`config.mk`:
```
export PLATFORM = sky130hd
export DESIGN_NAME = apb_acc_ctrl
export DESIGN_NICKNAME = d
export VERILOG_FILES = /design/src/rtl/acc_pkg.sv /design/src/rtl/acc_watchdog.sv /design/src/rtl/apb_acc_ctrl.sv
export SDC_FILE = /design/constraint.sdc
export NUM_CORES = 1
export LEC_CHECK = 0
export CAP_MARGIN = 20
export CORE_AREA = 3 3 181 183
export DETAILED_ROUTE_END_ITERATION = 7
export DIE_AREA = 0 0 184 186
export PLACE_DENSITY = 0.81
export SETUP_SLACK_MARGIN = 0.05
export SLEW_MARGIN = 20
export SYNTH_ARGS = -nofsm -noshare
export SYNTH_HDL_FRONTEND = slang
export SYNTH_SLANG_ARGS = --single-unit
```
`constraint.sdc`:
```
create_clock -name HCLK -period 7.52 [get_ports HCLK]
set_clock_uncertainty 0.2 [all_clocks]
set_input_delay 1.128 -clock HCLK [delete_from_list [all_inputs] [get_ports HCLK]]
set_output_delay 1.128 -clock HCLK [all_outputs]
set_load 0.005 [all_outputs]
```
`src/rtl/acc_pkg.sv`:
```
// acc_pkg: shared state type, register map and bit positions
// for the APB accelerator sequencer (apb_acc_ctrl, acc_watchdog).
package acc_pkg;

   localparam int N_ELEM_DEF = 9;

   typedef enum logic [1:0] {
      IDLE,
      ISSUE,
      WAIT,
      CAPTURE
   } acc_state_t;

   // word indices (PADDR[11:2])
   localparam logic [9:0] W_CTRL     = 10'd0;
   localparam logic [9:0] W_STATUS   = 10'd1;
   localparam logic [9:0] W_OP_LO    = 10'd2;
   localparam logic [9:0] W_OP_HI    = 10'd6;
   localparam logic [9:0] W_RES_LO   = 10'd7;
   localparam logic [9:0] W_RES_HI   = 10'd11;
   localparam logic [9:0] W_TO_LIMIT = 10'd12;

   // CTRL bits
   localparam int CTRL_START  = 0;
   localparam int CTRL_IRQ_EN = 1;
   localparam int CTRL_CLR    = 2;

   // STATUS bits
   localparam int ST_BUSY    = 0;
   localparam int ST_DONE    = 1;
   localparam int ST_TIMEOUT = 2;
   localparam int ST_IRQ_EN  = 3;

endpackage

```
`src/rtl/acc_watchdog.sv`:
```
// acc_watchdog: 16-bit wait-cycle counter; expired flags the last
// allowed cycle. Ports: clk, rst, clr, en, limit[15:0], expired.
module acc_watchdog (
   input  logic        clk,
   input  logic        rst,
   input  logic        clr,
   input  logic        en,
   input  logic [15:0] limit,
   output logic        expired
);

   logic [15:0] count;

   always_ff @(posedge clk) begin
      if (rst || clr) begin
         count <= '0;
      end else if (en) begin
         count <= count + 16'd1;
      end
   end

   // limit of 0 means the watchdog never fires
   assign expired = en && (limit != 16'd0) &&
                    (count == limit - 16'd1);

endmodule

```
`src/rtl/apb_acc_ctrl.sv`:
```
// apb_acc_ctrl: APB slave holding operand/result banks for the 3x3
// byte-multiply datapath, sequencing it with start/done and a watchdog.
// Ports: HCLK, HRESET, APB (PADDR..PSLVERR), acc_start, acc_done,
// acc_in_A/B (N_ELEM x 8), acc_out (N_ELEM x 16), irq.
module apb_acc_ctrl
   import acc_pkg::*;
#(
   parameter int          APB_ADDR_WIDTH = 12,
   parameter int          N_ELEM         = N_ELEM_DEF,
   parameter logic [15:0] TO_RESET       = 16'd255
) (
   input  logic                      HCLK,
   input  logic                      HRESET,
   input  logic [APB_ADDR_WIDTH-1:0] PADDR,
   input  logic [31:0]               PWDATA,
   input  logic                      PWRITE,
   input  logic                      PSEL,
   input  logic                      PENABLE,
   output logic [31:0]               PRDATA,
   output logic                      PREADY,
   output logic                      PSLVERR,
   output logic                      acc_start,
   input  logic                      acc_done,
   output logic [N_ELEM*8-1:0]       acc_in_A,
   output logic [N_ELEM*8-1:0]       acc_in_B,
   input  logic [N_ELEM*16-1:0]      acc_out,
   output logic                      irq
);

   localparam int N_OP = 2 * N_ELEM;

   acc_state_t  state;
   logic [7:0]  op_q  [N_OP];
   logic [15:0] res_q [N_ELEM];
   logic [15:0] to_limit;
   logic        done_f;
   logic        timeout_f;
   logic        irq_en;
   logic        irq_q;
   logic        start_q;

   logic [9:0]  widx;
   logic        wr;
   logic        busy;
   logic        op_sel;
   logic        res_sel;
   logic        to_sel;
   logic        ctrl_wr;
   logic        start_req;
   logic        op_wr;
   logic        to_wr;
   logic        start_go;
   logic        expired;
   logic        unused_addr;

   assign widx        = PADDR[11:2];
   assign unused_addr = ^PADDR[1:0];

   assign wr      = PSEL && PENABLE && PWRITE;
   assign busy    = (state != IDLE);
   assign op_sel  = (widx >= W_OP_LO) && (widx <= W_OP_HI);
   assign res_sel = (widx >= W_RES_LO) && (widx <= W_RES_HI);
   assign to_sel  = (widx == W_TO_LIMIT);
   assign ctrl_wr = wr && (widx == W_CTRL);

   assign start_req = ctrl_wr && PWDATA[CTRL_START];
   assign op_wr     = wr && op_sel && !busy;
   assign to_wr     = wr && to_sel && !busy;
   assign start_go  = start_req && !busy;

   // only accesses that would disturb a running operation are refused
   assign PSLVERR = busy &&
                    ((wr && (op_sel || to_sel)) || start_req);
   assign PREADY  = 1'b1;

   acc_watchdog u_wdog (
      .clk     (HCLK),
      .rst     (HRESET),
      .clr     (state == ISSUE),
      .en      (state == WAIT),
      .limit   (to_limit),
      .expired (expired)
   );

   always_ff @(posedge HCLK) begin
      if (HRESET) begin
         state     <= IDLE;
         to_limit  <= TO_RESET;
         done_f    <= 1'b0;
         timeout_f <= 1'b0;
         irq_en    <= 1'b0;
         irq_q     <= 1'b0;
         start_q   <= 1'b0;
         for (int i = 0; i < N_OP; i++) op_q[i] <= '0;
         for (int i = 0; i < N_ELEM; i++) res_q[i] <= '0;
      end else begin
         start_q <= 1'b0;
         irq_q   <= irq_en && (done_f || timeout_f);

         if (ctrl_wr) begin
            irq_en <= PWDATA[CTRL_IRQ_EN];
            if (PWDATA[CTRL_CLR]) begin
               done_f    <= 1'b0;
               timeout_f <= 1'b0;
            end
         end

         if (start_go) begin
            done_f    <= 1'b0;
            timeout_f <= 1'b0;
         end

         for (int i = 0; i < N_OP; i++) begin
            if (op_wr && widx == 10'(W_OP_LO + i / 4))
               op_q[i] <= PWDATA[8*(i%4) +: 8];
         end

         if (to_wr) to_limit <= PWDATA[15:0];

         // flag sets come last so they win over a same-cycle CLR
         unique case (state)
            IDLE: begin
               if (start_go) begin
                  state   <= ISSUE;
                  start_q <= 1'b1;
               end
            end
            ISSUE: state <= WAIT;
            WAIT: begin
               if (acc_done) begin
                  state <= CAPTURE;
               end else if (expired) begin
                  timeout_f <= 1'b1;
                  state     <= IDLE;
               end
            end
            CAPTURE: begin
               for (int i = 0; i < N_ELEM; i++)
                  res_q[i] <= acc_out[16*i +: 16];
               done_f <= 1'b1;
               state  <= IDLE;
            end
            default: state <= IDLE;
         endcase
      end
   end

   always_comb begin
      PRDATA = 32'hFFFF_FFFF;
      if (widx == W_CTRL) begin
         PRDATA = '0;
      end else if (widx == W_STATUS) begin
         PRDATA = '0;
         PRDATA[ST_BUSY]    = busy;
         PRDATA[ST_DONE]    = done_f;
         PRDATA[ST_TIMEOUT] = timeout_f;
         PRDATA[ST_IRQ_EN]  = irq_en;
      end else if (op_sel) begin
         PRDATA = '0;
         for (int i = 0; i < N_OP; i++) begin
            if (widx == 10'(W_OP_LO + i / 4))
               PRDATA[8*(i%4) +: 8] = op_q[i];
         end
      end else if (res_sel) begin
         PRDATA = '0;
         for (int i = 0; i < N_ELEM; i++) begin
            if (widx == 10'(W_RES_LO + i / 2))
               PRDATA[16*(i%2) +: 16] = res_q[i];
         end
      end else if (to_sel) begin
         PRDATA = {16'd0, to_limit};
      end
   end

   for (genvar g = 0; g < N_ELEM; g++) begin : g_ops
      assign acc_in_A[8*g +: 8] = op_q[g];
      assign acc_in_B[8*g +: 8] = op_q[N_ELEM + g];
   end

   assign acc_start = start_q;
   assign irq       = irq_q;

endmodule
```
---- After elaboration in Yosys (flattened, before gate mapping) ----
Memories as Yosys holds them, arrays and structs flattened.
Cells that the tools add are included.
Widths: inputs -> output; s select.
storage, ports and cells
  RAM bits ................................ 288
  input bits .............................. 194
  flip-flop bits (word level) ............. 39
  bits in latches ......................... 0
  memories ................................ 2
  bits in read-only memories .............. 0
memories
  memory  words  bits a word  rd ports  clocked after memory_dff  write ports  RTL line            source
  op_q    18     8            18        0                         18           apb_acc_ctrl.sv:33  logic [7:0] op_q [N_OP];
  res_q   9      16           9         0                         9            apb_acc_ctrl.sv:34  logic [15:0] res_q [N_ELEM];
cells by class
  reductions and logical operators ........ 35
  shifts and indexed selects .............. 0
  multiplexer cells ....................... 94
  equal/unequal tests ..................... 18
  bitwise logic cells ..................... 28
  $mul .................................... 0
  magnitude comparators ................... 4
  add/sub/neg operators ................... 2
  divide/modulo/power cells ............... 0
operator list
  operator               count
  $mux 16                18
  $mux 8                 36
  $mux 32                5
  $eq 10x4->1 const B    5
  $eq 10x3->1 const B    4
  $mux 1                 31
  $or 1x1->1             27
  $logic_and 1x1->1      21
  $eq 10x2->1 const B    2
  $add 16x1->16 const B  1
  $eq 16x16->1           1
  $reduce_bool 16->1     1
  $sub 16x1->16 const B  1
  $eq 10x1->1 const B    1
  $ge 10x2->1 const B    1
  $ge 10x3->1 const B    1
  $le 10x3->1 const B    1
  $le 10x4->1 const B    1
  $logic_not 10->1       1
  $pmux 2 s4             1
  $mux 2                 3
  $reduce_bool 3->1      2
  $eq 2x2->1 const B     2
  $logic_or 1x1->1       4
  other kinds (9)        10

---- Logic depth before layout (Yosys ltp) ----
  word-level depth ........................ 10
  mapped depth ............................ 9

---- By module ----
A second synthesis with hierarchy kept.
second synthesis, totals
  cells, all modules ...................... 1,424
  area, all modules ....................... 16,294.4 sq um
by module, submodules not included
  module        cells an instance  instances  area each (sq um)
  apb_acc_ctrl  1,267              1          15,003.1
  acc_watchdog  157                1          1,291.2

---- Worst setup path before layout ----
No wires, ideal clock.
  path kind ............................... input to register
  start point ............................. input HRESET
  end point ............................... memory res_q[0][0], enable pin
  path buffers ............................ 1
  data required time ...................... 6.792 ns
  cell stages on the path ................. 2
  arrival ................................. 4.888 ns
  library setup time ...................... 0.528 ns
  slack ................................... 1.904 ns
  cell sequence ........................... clkbuf_1 nand2b_1
RTL lines
  what             RTL line            source
  start, declared  apb_acc_ctrl.sv:13  input logic HRESET,
  end, declared    apb_acc_ctrl.sv:34

---- Worst setup path in the final report ----
  start point ............................. input PADDR[7]
  end point ............................... output PRDATA[29]
on the way
  cells in the longest elaborated chain, start to end .. 9
ends and longest elaborated chain
  what                  RTL line             source
  start, declared       apb_acc_ctrl.sv:14   input logic [APB_ADDR_WIDTH-1:0] PADDR,
  $eq 10x3->1           apb_acc_ctrl.sv:167  if (widx == 10'(W_RES_LO + i / 2))
  $mux 16 (4 in a row)  apb_acc_ctrl.sv:167
  $mux 32               apb_acc_ctrl.sv:164  end else if (res_sel) begin
  $mux 32               apb_acc_ctrl.sv:158  end else if (op_sel) begin
  $mux 32               apb_acc_ctrl.sv:152  end else if (widx == W_STATUS) begin
  $mux 32 *             apb_acc_ctrl.sv:150  if (widx == W_CTRL) begin
  end, declared         apb_acc_ctrl.sv:19   output logic [31:0] PRDATA,
Mark *: on every way between the ends. The rest lies on a longest branch, timed or not.

==> reports/qor.csv <==
metric;value;unit
vias;13177;
Slew headroom;26.5;%
most instantiated cells after synthesis;edfxtp_1 (288), and2_1 (286), a21oi_1 (107);
Initial Util;50.8;%
Setup Fix Bufs, Post-CTS;0;
Post-Route WL;52300;um
gr ovfl total;0;
Pins Over Slew Limit;0;
die height;186;um
total die area;34200;um2
post-detailed-route via-to-cell ratio;5.92;
hpwl dp;38000;um
Worst EP arrival;5.02;ns
Period Utilization, post-route;84.4;%
largest area contributor in the netlist;edfxtp_1;
post-synth cell types;62;
top-count cell post-synth;edfxtp_1;
critical path's largest stage delay;0.80;ns
Port Buffers;370;
clk sinks;327;
IO Count;374;
Post-DRT Antenna Nets;0;
Period minus WS final;6.35;ns
Syn. warnings;0;
Placer Congestion;0.956;
CTS resizes;0;
layout cells sized above 1;6.48;%
nets;1989;
WP data required;6.19;ns
met3 routed WL;4640;um
H-tree Lvls;2;
Worst-Skew Late Latency;0.52;ns
post-synthesis sequential area ratio;59.2;%
Max Cap Violations;0;
Rows;65;
TritonCTS clock tree;built;
number of global-route vias before repair;12855;
RSZ-0062 raised after global routing;no;
status;completed;
Horiz. Die Dim;184;um
Starting DRT DRC Count;1402;
total power;4.12;mW
setup TNS;0;ns
Crit path max-delay family;simple AND/OR/NAND/NOR gates;
Synth area leaders;edfxtp_1 (54%), and2_1 (11%), dfxtp_1 (4.9%);
syn avg cell area;10.9;um2
DRC;0;
most frequent CP cell;clkdlybuf4s50_1;
routed length on met2;25900;um
Clock Tree Root;clkbuf_16;
worst hold-check path type;reg -> reg;
Worst Setup End Kind;output port;
CTS buffer count;37;
worst slew pin tran;1.09;ns
Power Density;194;nW/um2
core area;31400;um2
highest metal used;met5;
routed length per instance;23.5;um
GRT Overall Usage;29.7;%
Area Growth Syn to Fin;33.0;%
fmax;158;MHz
DP Cell Count;2153;
Async S/R FF share, synth;0;%
CP max-delay cell;or4_1;
# setup viols final;0;
Synth top area share;54.3;%
number of flops mapped to enable cells by yosys;288;
Cells after Synth;1464;
critical path launch point type;input port;
Seq cells post-synth;327;
Initial DRT Pass Iterations;6;
Metal-1 WL;19100;um
fin cells;2225;
global-route wire length before repair;77000;um
post-synthesis cell area;15900;um2
hold buffers post-CTS;0;
initial antenna violation count;3;
CTS max path bufs;3;
Cell Chain, Critical Path;clkdlybuf4s50_1, or4_1, nor4_4, buf_4, a221o_1, a21oi_1, a2111oi_0, clkdlybuf4s50_1;
Buf/Inv on CP;3;
clock slew at reported path FFs;0.06;ns
Synth Net Count;1660;
largest net degree at the start of global routing;91;
maximum vdd drop;143;uV
critical-path maximum fanout;15;
final hold violation count;0;
Pleak;7.56;nW
Most used DFF post-synth;edfxtp_1;
critical path class;in -> out;
final cells by class:
cell class | count | area [um2]
Clock inverter | 26 | 193
Inverter | 11 | 41.3
Timing Repair Buffer | 404 | 3970
Multi-Input combinational cell | 1012 | 6060
Antenna cell | 1 | 2.50
Sequential cell | 327 | 9430
Clock buffer | 42 | 987
Tap cell | 402 | 503
Fill cell | 2328 | 10200
layer usage:
metal  GRT usage, %  up-vias
met4           13.0        4
met5              0        -
li1               -     5991
met1           35.2     6325
met3           7.33      163
met2           51.5      694
per-stage QoR:
| step | util, % | setup WS (ns) | instance area (um2) | hold slack (ns) |
|---|---|---|---|---|
| 6_report | 67.5 | 1.17 | 21200 | 0.305 |
| 3_3_place_gp | 63.6 | 1.45 | 20000 | 0.264 |
| 4_1_cts | 67.3 | 1.31 | 21100 | 0.293 |
| 2_1_floorplan | - | 1.90 | 15900 | 0.250 |
| 3_5_place_dp | 63.6 | 1.33 | 20000 | 0.279 |
| 5_1_grt | 67.5 | 1.15 | 21200 | 0.325 |
state kept, by name, summed over array words and instances (netlist names), 2 cells and up:
signal,cells
u_wdog.count,16
res_q,144
to_limit,16
op_q,144
state,2
worst register-to-register path: stages (launching register included):
cell and delay, ns:
dfxtp_1 0.43, inv_1 0.09, ha_1 0.32, xnor2_1 0.12, or4_1 0.46, nor4_1 0.30, nand3_1 0.15, a2111oi_1 0.59
a221oi_1 0.17
power by group:
part           total, mW  leakage, nW  internal, mW  switching [mW]
Combinational      0.318         3.68         0.164           0.154
Sequential          2.05         3.29          2.02          0.0266
Clock               1.75        0.585          1.02           0.730
cell usage in the layout, fill, tap and decap left out, types with 11 or more instances in the layout:
cell and count:
nand2b_1 11, xnor2_1 20, a21oi_1 107, clkdlybuf4s50_1 369
a21o_1 18, a22oi_1 31, nand3_1 25, nor2_1 77
nor3_1 39, nor4_1 11, edfxtp_1 288, dfxtp_1 39
a221o_1 17, clkinv_2 13, a221oi_1 18, nand2_1 100
clkbuf_16 39, a211oi_1 16, o21ai_0 88, and2_1 286
buf_4 31, o22ai_1 30, xor2_1 16
cells by family (layout without fill, tap and decap cells):
logic type | count (synthesis) | in the layout | synth area share, %
flops | 327 | 327 | 59.2
buf+inv | 125 | 483 | 3.12
simple gates | 614 | 614 | 21.3
compound gates | 354 | 354 | 13.9
mux | 5 | 5 | 0.314
fa+ha+maj | 2 | 2 | 0.157
xor+xnor | 36 | 36 | 1.98
other cells | 1 | 2 | 0.0235
path summary, 6_finish.rpt:
path / end / slack, ns / depth (start not counted) / start
setup reg to reg: state[1]$_SDFFE_PP0P_ / 4.54 / 8 / to_limit[0]$_SDFFE_PP1P_
hold reg to reg: done_f$_SDFFE_PP0P_ / 0.30 / 1 / done_f$_SDFFE_PP0P_
setup / recovery: PRDATA[29] / 1.17 / 8 / PADDR[7]
hold / removal: done_f$_SDFFE_PP0P_ / 0.30 / 1 / done_f$_SDFFE_PP0P_
Power figures use the tool's default switching activity.
